## config.mk

```make
export PLATFORM = sky130hd
export DESIGN_NAME = mem_port_arbiter5
export DESIGN_NICKNAME = d
export VERILOG_FILES = /design/src/rtl/mem_port_arbiter5.sv
export SDC_FILE = /design/constraint.sdc
export NUM_CORES = 1
export LEC_CHECK = 0
export CORE_ASPECT_RATIO = 1.2
export CORE_MARGIN = 1
export CORE_UTILIZATION = 52
export DETAILED_ROUTE_END_ITERATION = 8
export GPL_TIMING_DRIVEN = 0
export PLACE_DENSITY = 0.78
export SETUP_SLACK_MARGIN = 0.15
export SKIP_LAST_GASP = 1
export SLEW_MARGIN = 20
export SYNTH_ARGS = -nofsm -noshare
export SYNTH_HDL_FRONTEND = slang
export SYNTH_SLANG_ARGS = --single-unit
```

## constraint.sdc

```tcl
create_clock -name clk -period 3.6 [get_ports clk]
set_clock_uncertainty 0.15 [all_clocks]
set_input_delay 0.36 -clock clk [delete_from_list [all_inputs] [get_ports clk]]
set_output_delay 0.36 -clock clk [all_outputs]
set_load 0.005 [all_outputs]
```

## src/rtl/mem_port_arbiter5.sv

```systemverilog
// Round-robin arbiter granting one shared memory port to five requesters,
// with a per-grant watchdog that aborts a transaction the port never acknowledges.
//
// state  | meaning
// S_IDLE | no grant; arbitrate among req_i this cycle
// S_BUSY | grant held for owner_q until mem_ack_i or watchdog expiry
module mem_port_arbiter5 #(
    parameter int PRIO0_FIXED    = 0,
    parameter int TIMEOUT_CYCLES = 1023,
    parameter int CNT_W          = 16
) (
    input  logic       clk,
    input  logic       rst,
    input  logic [4:0] req_i,
    input  logic       mem_ack_i,
    output logic [4:0] gnt_o,
    output logic [2:0] sel_o,
    output logic       mem_req_o,
    output logic [4:0] ack_o,
    output logic       err_o,
    output logic [2:0] err_id_o,
    output logic       busy_o
);

    localparam logic             S_IDLE    = 1'b0;
    localparam logic             S_BUSY    = 1'b1;
    localparam logic [2:0]       SEL_IDLE  = 3'b101;
    localparam logic [CNT_W-1:0] WDOG_LAST = CNT_W'(TIMEOUT_CYCLES - 1);
    localparam logic             FIX0      = (PRIO0_FIXED != 0);

    logic             state_q, state_d;
    logic [2:0]       rr_ptr_q, rr_ptr_d;
    logic [2:0]       owner_q, owner_d;
    logic [CNT_W-1:0] wdog_q, wdog_d;
    logic [4:0]       gnt_q, gnt_d;
    logic [2:0]       sel_q, sel_d;
    logic             mem_req_q, mem_req_d;
    logic             busy_q, busy_d;
    logic             err_q, err_d;
    logic [2:0]       err_id_q, err_id_d;

    logic             win_found;
    logic [2:0]       win_idx;
    logic [3:0]       scan_idx;
    logic [2:0]       next_ptr;

    // Scan from rr_ptr upward modulo 5; index 0 leaves the rotation when it has fixed priority.
    always_comb begin
        win_found = 1'b0;
        win_idx   = 3'd0;
        scan_idx  = 4'd0;
        if (FIX0 && req_i[0]) begin
            win_found = 1'b1;
            win_idx   = 3'd0;
        end else begin
            for (int k = 0; k < 5; k++) begin
                scan_idx = {1'b0, rr_ptr_q} + 4'(k);
                if (scan_idx >= 4'd5) scan_idx = scan_idx - 4'd5;
                if (!win_found && req_i[scan_idx[2:0]] && !(FIX0 && scan_idx == 4'd0)) begin
                    win_found = 1'b1;
                    win_idx   = scan_idx[2:0];
                end
            end
        end
    end

    assign next_ptr = (owner_q == 3'd4) ? 3'd0 : owner_q + 3'd1;

    always_comb begin
        state_d  = state_q;
        rr_ptr_d = rr_ptr_q;
        owner_d  = owner_q;
        wdog_d   = wdog_q;
        err_d    = 1'b0;
        err_id_d = 3'd0;
        case (state_q)
            S_IDLE: begin
                if (win_found) begin
                    state_d = S_BUSY;
                    owner_d = win_idx;
                    wdog_d  = '0;
                end
            end
            default: begin
                if (mem_ack_i) begin
                    state_d  = S_IDLE;
                    rr_ptr_d = next_ptr;
                end else if (wdog_q == WDOG_LAST) begin
                    state_d  = S_IDLE;
                    rr_ptr_d = next_ptr;
                    err_d    = 1'b1;
                    err_id_d = owner_q;
                end else begin
                    wdog_d = wdog_q + 1'b1;
                end
            end
        endcase
    end

    // Grant-side outputs are registered from the next state so they are glitch-free for the whole grant.
    always_comb begin
        gnt_d     = 5'd0;
        sel_d     = SEL_IDLE;
        mem_req_d = 1'b0;
        busy_d    = 1'b0;
        if (state_d == S_BUSY) begin
            gnt_d     = 5'd1 << owner_d;
            sel_d     = owner_d;
            mem_req_d = 1'b1;
            busy_d    = 1'b1;
        end
    end

    always_ff @(posedge clk) begin
        if (rst) begin
            state_q   <= S_IDLE;
            rr_ptr_q  <= 3'd0;
            owner_q   <= 3'd0;
            wdog_q    <= '0;
            gnt_q     <= 5'd0;
            sel_q     <= SEL_IDLE;
            mem_req_q <= 1'b0;
            busy_q    <= 1'b0;
            err_q     <= 1'b0;
            err_id_q  <= 3'd0;
        end else begin
            state_q   <= state_d;
            rr_ptr_q  <= rr_ptr_d;
            owner_q   <= owner_d;
            wdog_q    <= wdog_d;
            gnt_q     <= gnt_d;
            sel_q     <= sel_d;
            mem_req_q <= mem_req_d;
            busy_q    <= busy_d;
            err_q     <= err_d;
            err_id_q  <= err_id_d;
        end
    end

    assign gnt_o     = gnt_q;
    assign sel_o     = sel_q;
    assign mem_req_o = mem_req_q;
    assign busy_o    = busy_q;
    assign err_o     = err_q;
    assign err_id_o  = err_id_q;
    assign ack_o     = gnt_q & {5{mem_ack_i}};

endmodule

```

Word level (Yosys, flattened, before mapping)
Cells that the tools add are included.
{ "op_classes": {"addsub": 11, "magnitude_cmp": 10, "n_eq_ne": 4, "shift": 1, "muxes": 40, "bitwise": 4, "reduce_logical": 15} }
{ "op_table": {"columns": ["cell", "count"], "rows": [
  ["16-bit two-way mux", 4],
  ["3-bit two-way mux", 15],
  ["3-bit by 4-bit < comparator with 1-bit output, second input constant", 5],
  ["16-bit by 1-bit adder with 16-bit output, second input constant", 1],
  ["16-bit by 10-bit == test with 1-bit output, second input constant", 1],
  ["4-bit by 3-bit >= comparator with 1-bit output, second input constant", 4],
  ["1-bit two-way mux", 16],
  ["1-bit binary-select mux with 3-bit select", 5],
  ["3-bit subtractor, second input constant", 5],
  ["3-bit by 2-bit adder with 4-bit output, second input constant", 2],
  ["5-bit AND", 1],
  ["1-bit by 3-bit left shift with 5-bit output, first input constant", 1],
  ["3-bit by 1-bit adder with 4-bit output, second input constant", 1],
  ["3-bit by 3-bit adder with 4-bit output, second input constant", 1],
  ["1-bit logical AND", 4],
  ["1-bit zero test", 4],
  ["2-bit != test, second input constant", 2],
  ["2-bit nonzero test", 2],
  ["4-bit OR reduction", 1],
  ["3-bit by 1-bit adder with 3-bit output, second input constant", 1],
  ["3-bit == test, second input constant", 1],
  ["3-bit >= comparator, second input constant", 1],
  ["1-bit inverter", 3],
  ["3-bit AND reduction", 1],
  ["3 further kinds", 3]
]} }
{ "word_totals": {"ff_bits": 36, "input_bits": 8, "out_inout_bits": 19, "word_cells": 94} }

Depth between registers and ports, before layout
{ "depth": {"word_depth": 21, "mapped_depth": 16, "ltp_nobuf": 13} }

Least setup slack after synthesis
Ideal clock, no wire load.
{ "synth_timing": {"path_type": "flip-flop to flip-flop", "start": "register rr_ptr_q[0]", "end": "register gnt_q[4], in the netlist gnt_o[4]", "setup_ns": 0.117, "arrival_ns": 3.276, "required_ns": 3.333, "setup_slack_ns": 0.057, "path_stages_with_launch": 14, "path_buffers": 2, "period_less_slack_ns": 3.543, "path_cell_list": "dfxtp_1 -> buf_2 -> inv_1 -> ha_1 -> ha_1 -> buf_2 -> a21oi_2 -> mux2_2 -> o32ai_2 -> nor3_4 -> a41oi_2 -> nor2_1 -> or3_4 -> and4b_1"} }
{ "synth_via": {"elab_chain_cells": 21, "word_cells_on_any_way": 54, "cone_classes": "add/sub (9); order compare (5); shift (1); mux (29); bitwise (1); reduce/logical (9)"} }
{ "synth_lines": {"columns": ["item", "line_no", "rtl"], "rows": [
  ["start: declaration", "32", "logic [2:0] rr_ptr_q, rr_ptr_d;"],
  ["start signal: assignment", "128", "rr_ptr_q <= rr_ptr_d;"],
  ["branches (longest 21 deep; another with 3-bit by 1-bit adder with 4-bit output)", null, null],
  ["end signal: assignment", "131", "gnt_q <= gnt_d;"],
  ["end: declaration", "35", "logic [4:0] gnt_q, gnt_d;"]
]} }
Parallel ways; which one is timed is not known. The select of a mux whose other input is x is not followed.
A chain may end at the register's enable or synchronous reset.

Final worst setup path
{ "layout_timing": {"start": "register rr_ptr_q[1]", "end": "register gnt_q[4], in the netlist gnt_o[4]"} }
The elaborated chain is that of the path after synthesis.

==> summary.md <==
| Metric | Value |
|---|---|
| DRT iter0 DRCs | around 370 |
| # rows | 28 |
| Critical Path End Type | register |
| Clk sink count | 35 |
| Wirelength per Cell | 19.3 um |
| Worst Path Arrival | around 3.7 ns |
| Post-synth ARST share | 0% |
| CP startpoint kind | register |
| Leakage | roughly 0.0014 uW |
| HPWL after DPL | ~5200 um |
| Htree depth | 2 |
| Slew @ Worst Pin | 0.702 ns |
| Port-buffer cells | 23 |
| Clock Latency Late Sink | between 0.2 and 0.3 ns |
| Die X | a little under 70 um |
| Leading area contributor after synthesis | dfxtp_1 |
| Fin util | 75.9% |
| Sequential fraction of the synthesis area | about a quarter |
| Post-layout min period | around 3.7 ns |
| Worst-path clk slew | approximately 0.070 ns |
| Reg2Reg Setup Slack | -0.08 ns |
| Fin. Hold Viols | 0 |
| Post-synthesis to final-layout area growth | 38.5% |
| CTS Buffer Depth | 2 |
| Final Total Pwr | 2580 uW |
| CTS buffer count | 5 |
| Die ar. | around 5500 um2 |
| Register bit total from synthesis | 35 |
| RSZ-0062 raised after global routing | yes |
| Hold crit path type | register to register |
| Number of synthesized flops with an enable pin | 0 |
| CTS tree | done |
| IO Pins | 27 |
| Detail Route Antenna Nets | 0 |
| Cts hold-fix bufs | 0 |
| CTS Root Cell | clkbuf_8 |
| Yosys warning count | 0 |
| Final number of setup-violating endpoints | 8 |
| GPL Wtd Cong | 0.924 |
| Drt total wl | 8530 um |
| Post-Synthesis Cell Area | about 2700 um2 |
| Nets | between 400 and 500 |
| Remaining DRCs | 0 |
| Power density over the cells | just under 700 nW/um2 |
| Status | finished, violations left |
| CP Max Fanout | 7 |
| Initial Utilization | 54.8% |
| Core outline area | 4970 um2 |
| Top cells by area, synth | dfxtp_1, ha_1, xor2_1 |
| Critical Path RT | 3.64 ns |
| Syn nets | between 300 and 400 |
| Vias post-DR | around 2.8k |
| Ys flop type | dfxtp_1 |
| Final setup margin | -0.0830 ns |
| Syn avg cell area | between 8 and 9 um2 |
| Post-synth top cells | dfxtp_1, nor2_1, nand2_1 |
| Die height | approximately 80 um |
| Initial antenna violation count | 0 |
| Top-count cell post-synth | dfxtp_1 |
| Final hold slack | around 0.34 ns |
| Grt ovf | 0 |
| Vias in the first global route | between 2k and 3k |
| Gate Count Post-Synth | around 320 |
| Via density | roughly 6.3 |
| Gr usage total | just under 30% |
| Max VDD drop | approximately 0.00045 V |
| Max-slew violation count | 0 |
| Setup Crit Path Kind | register to register |
| Fmax | 272 MHz |
| Drt first pass iters | 5 |
| Largest net degree at the start of global routing | 12 |
| Share of the synthesized area in the top cell type | between 20 and 30% |
| Relative slew slack | a little over half |
| Final period util | 102% |
| First-pass GRT wire length | between 10,000 and 15,000 um |
| Failing checks | negative setup slack |
| Library cells used by synthesis | 76 |
| Inserted Diodes | 0 |
| Layout cell share with drive strength beyond 1 | 30.5% |
| Max Cap Violations | 0 |
[power by group]
| part | switching [uW] | leakage, uW | internal, uW | total, uW |
|---|---|---|---|---|
| combinational | 936 | 0.00106 | 864 | 1800 |
| sequential | 54.2 | 0.000286 | 448 | 502 |
| clock | 143 | 0.0000412 | 135 | 278 |
| total | 1130 | 0.00139 | 1450 | 2580 |
[flip-flops by register name (all words and copies together) (netlist names)]
| register | count |
|---|---|
| sel_o | 3 |
| wdog_q | 16 |
| owner_q | 3 |
| state_q | 1 |
| err_o | 1 |
| rr_ptr_q | 3 |
| err_id_o | 3 |
| gnt_o | 5 |
[path summary, 6_finish.rpt]
path | to | depth (start not counted) | from
hold / removal | wdog_q[9]$_SDFFE_PP0P_ | 2 | wdog_q[9]$_SDFFE_PP0P_
setup / recovery | gnt_o[4]$_SDFF_PP0_ | 12 | rr_ptr_q[1]$_SDFFE_PP0P_
hold reg to reg | wdog_q[9]$_SDFFE_PP0P_ | 2 | wdog_q[9]$_SDFFE_PP0P_
setup reg to reg | gnt_o[4]$_SDFF_PP0_ | 12 | rr_ptr_q[1]$_SDFFE_PP0P_
[area by class of cell]
| class | instances | area (um2) |
|---|---|---|
| Tap cell | 60 | 75.1 |
| Clock inverter | 2 | 12.5 |
| Sequential cell | 35 | 707 |
| Timing Repair Buffer | 51 | 479 |
| Fill cell | 336 | 1200 |
| Clock buffer | 6 | 72.6 |
| Inverter | 13 | 60.1 |
| Multi-Input combinational cell | 252 | 2190 |
| Buffer | 24 | 176 |
[per-stage QoR]
stage	cell area, um2	TNS, ns	instances	worst slack, ns
2_1_floorplan	2740	0	324	0.150
3_3_place_gp	3040	-5.33	407	-0.305
3_5_place_dp	3040	-6.93	407	-0.370
4_1_cts	3490	0	435	0.0560
5_1_grt	3770	-1.28	443	-0.131
6_report	3770	-0.454	443	-0.0830
[layer usage]
layer  track usage, %  up-vias  part of all wire, %
li1                 -     1308                    -
met4             16.3        0                  5.3
met5                0        -                    0
met1             30.9     1349                   39
met2             51.0      108                   51
met3             6.18       35                  4.8
[cells by family (layout without fill, tap and decap cells)]
kind of cell             after synthesis  in the layout  synth area share [%]
multiplexers                          15             15                  7.25
buffers and inverters                 37             96                  6.29
flip-flops                            35             35                  25.7
XOR/XNOR                              15             15                  4.82
AND/OR/NAND/NOR                      130            130                  27.6
AO/OA/AOI/OAI                         79             79                  22.1
adder cells (fa/ha/maj)               13             13                  6.24
[cells in the final DEF (no fill, tap or decap), drive strengths merged, types with 9 or more instances in the layout]
| cell | instances |
|---|---|
| a21oi | 9 |
| clkdlybuf4s50 | 23 |
| dfxtp | 35 |
| nand3 | 11 |
| buf | 42 |
| clkbuf | 16 |
| o21ai | 17 |
| and2 | 12 |
| nand2 | 18 |
| nor3 | 9 |
| inv | 12 |
| xor2 | 13 |
| ha | 12 |
| nor2 | 29 |
[repair_timing]
action,in CTS,in global routing
buffers inserted,18,8
cloned,2,0
pin swaps,22,34
endpoints found under the setup margin,27,27
gates resized for setup,51,51
[critical path: stages (launching register included)]
cell,delay [ns]
dfxtp_4,0.36
buf_8,0.10
clkinvlp_4,0.16
ha_1,0.35
a211oi_1,0.40
o22ai_1,0.35
o21ai_1,0.34
nor2_2,0.07
and3_4,0.22
a41oi_4,0.38
nor2_2,0.09
or3_4,0.43
and4b_1,0.19
Power figures use the tool's default switching activity.
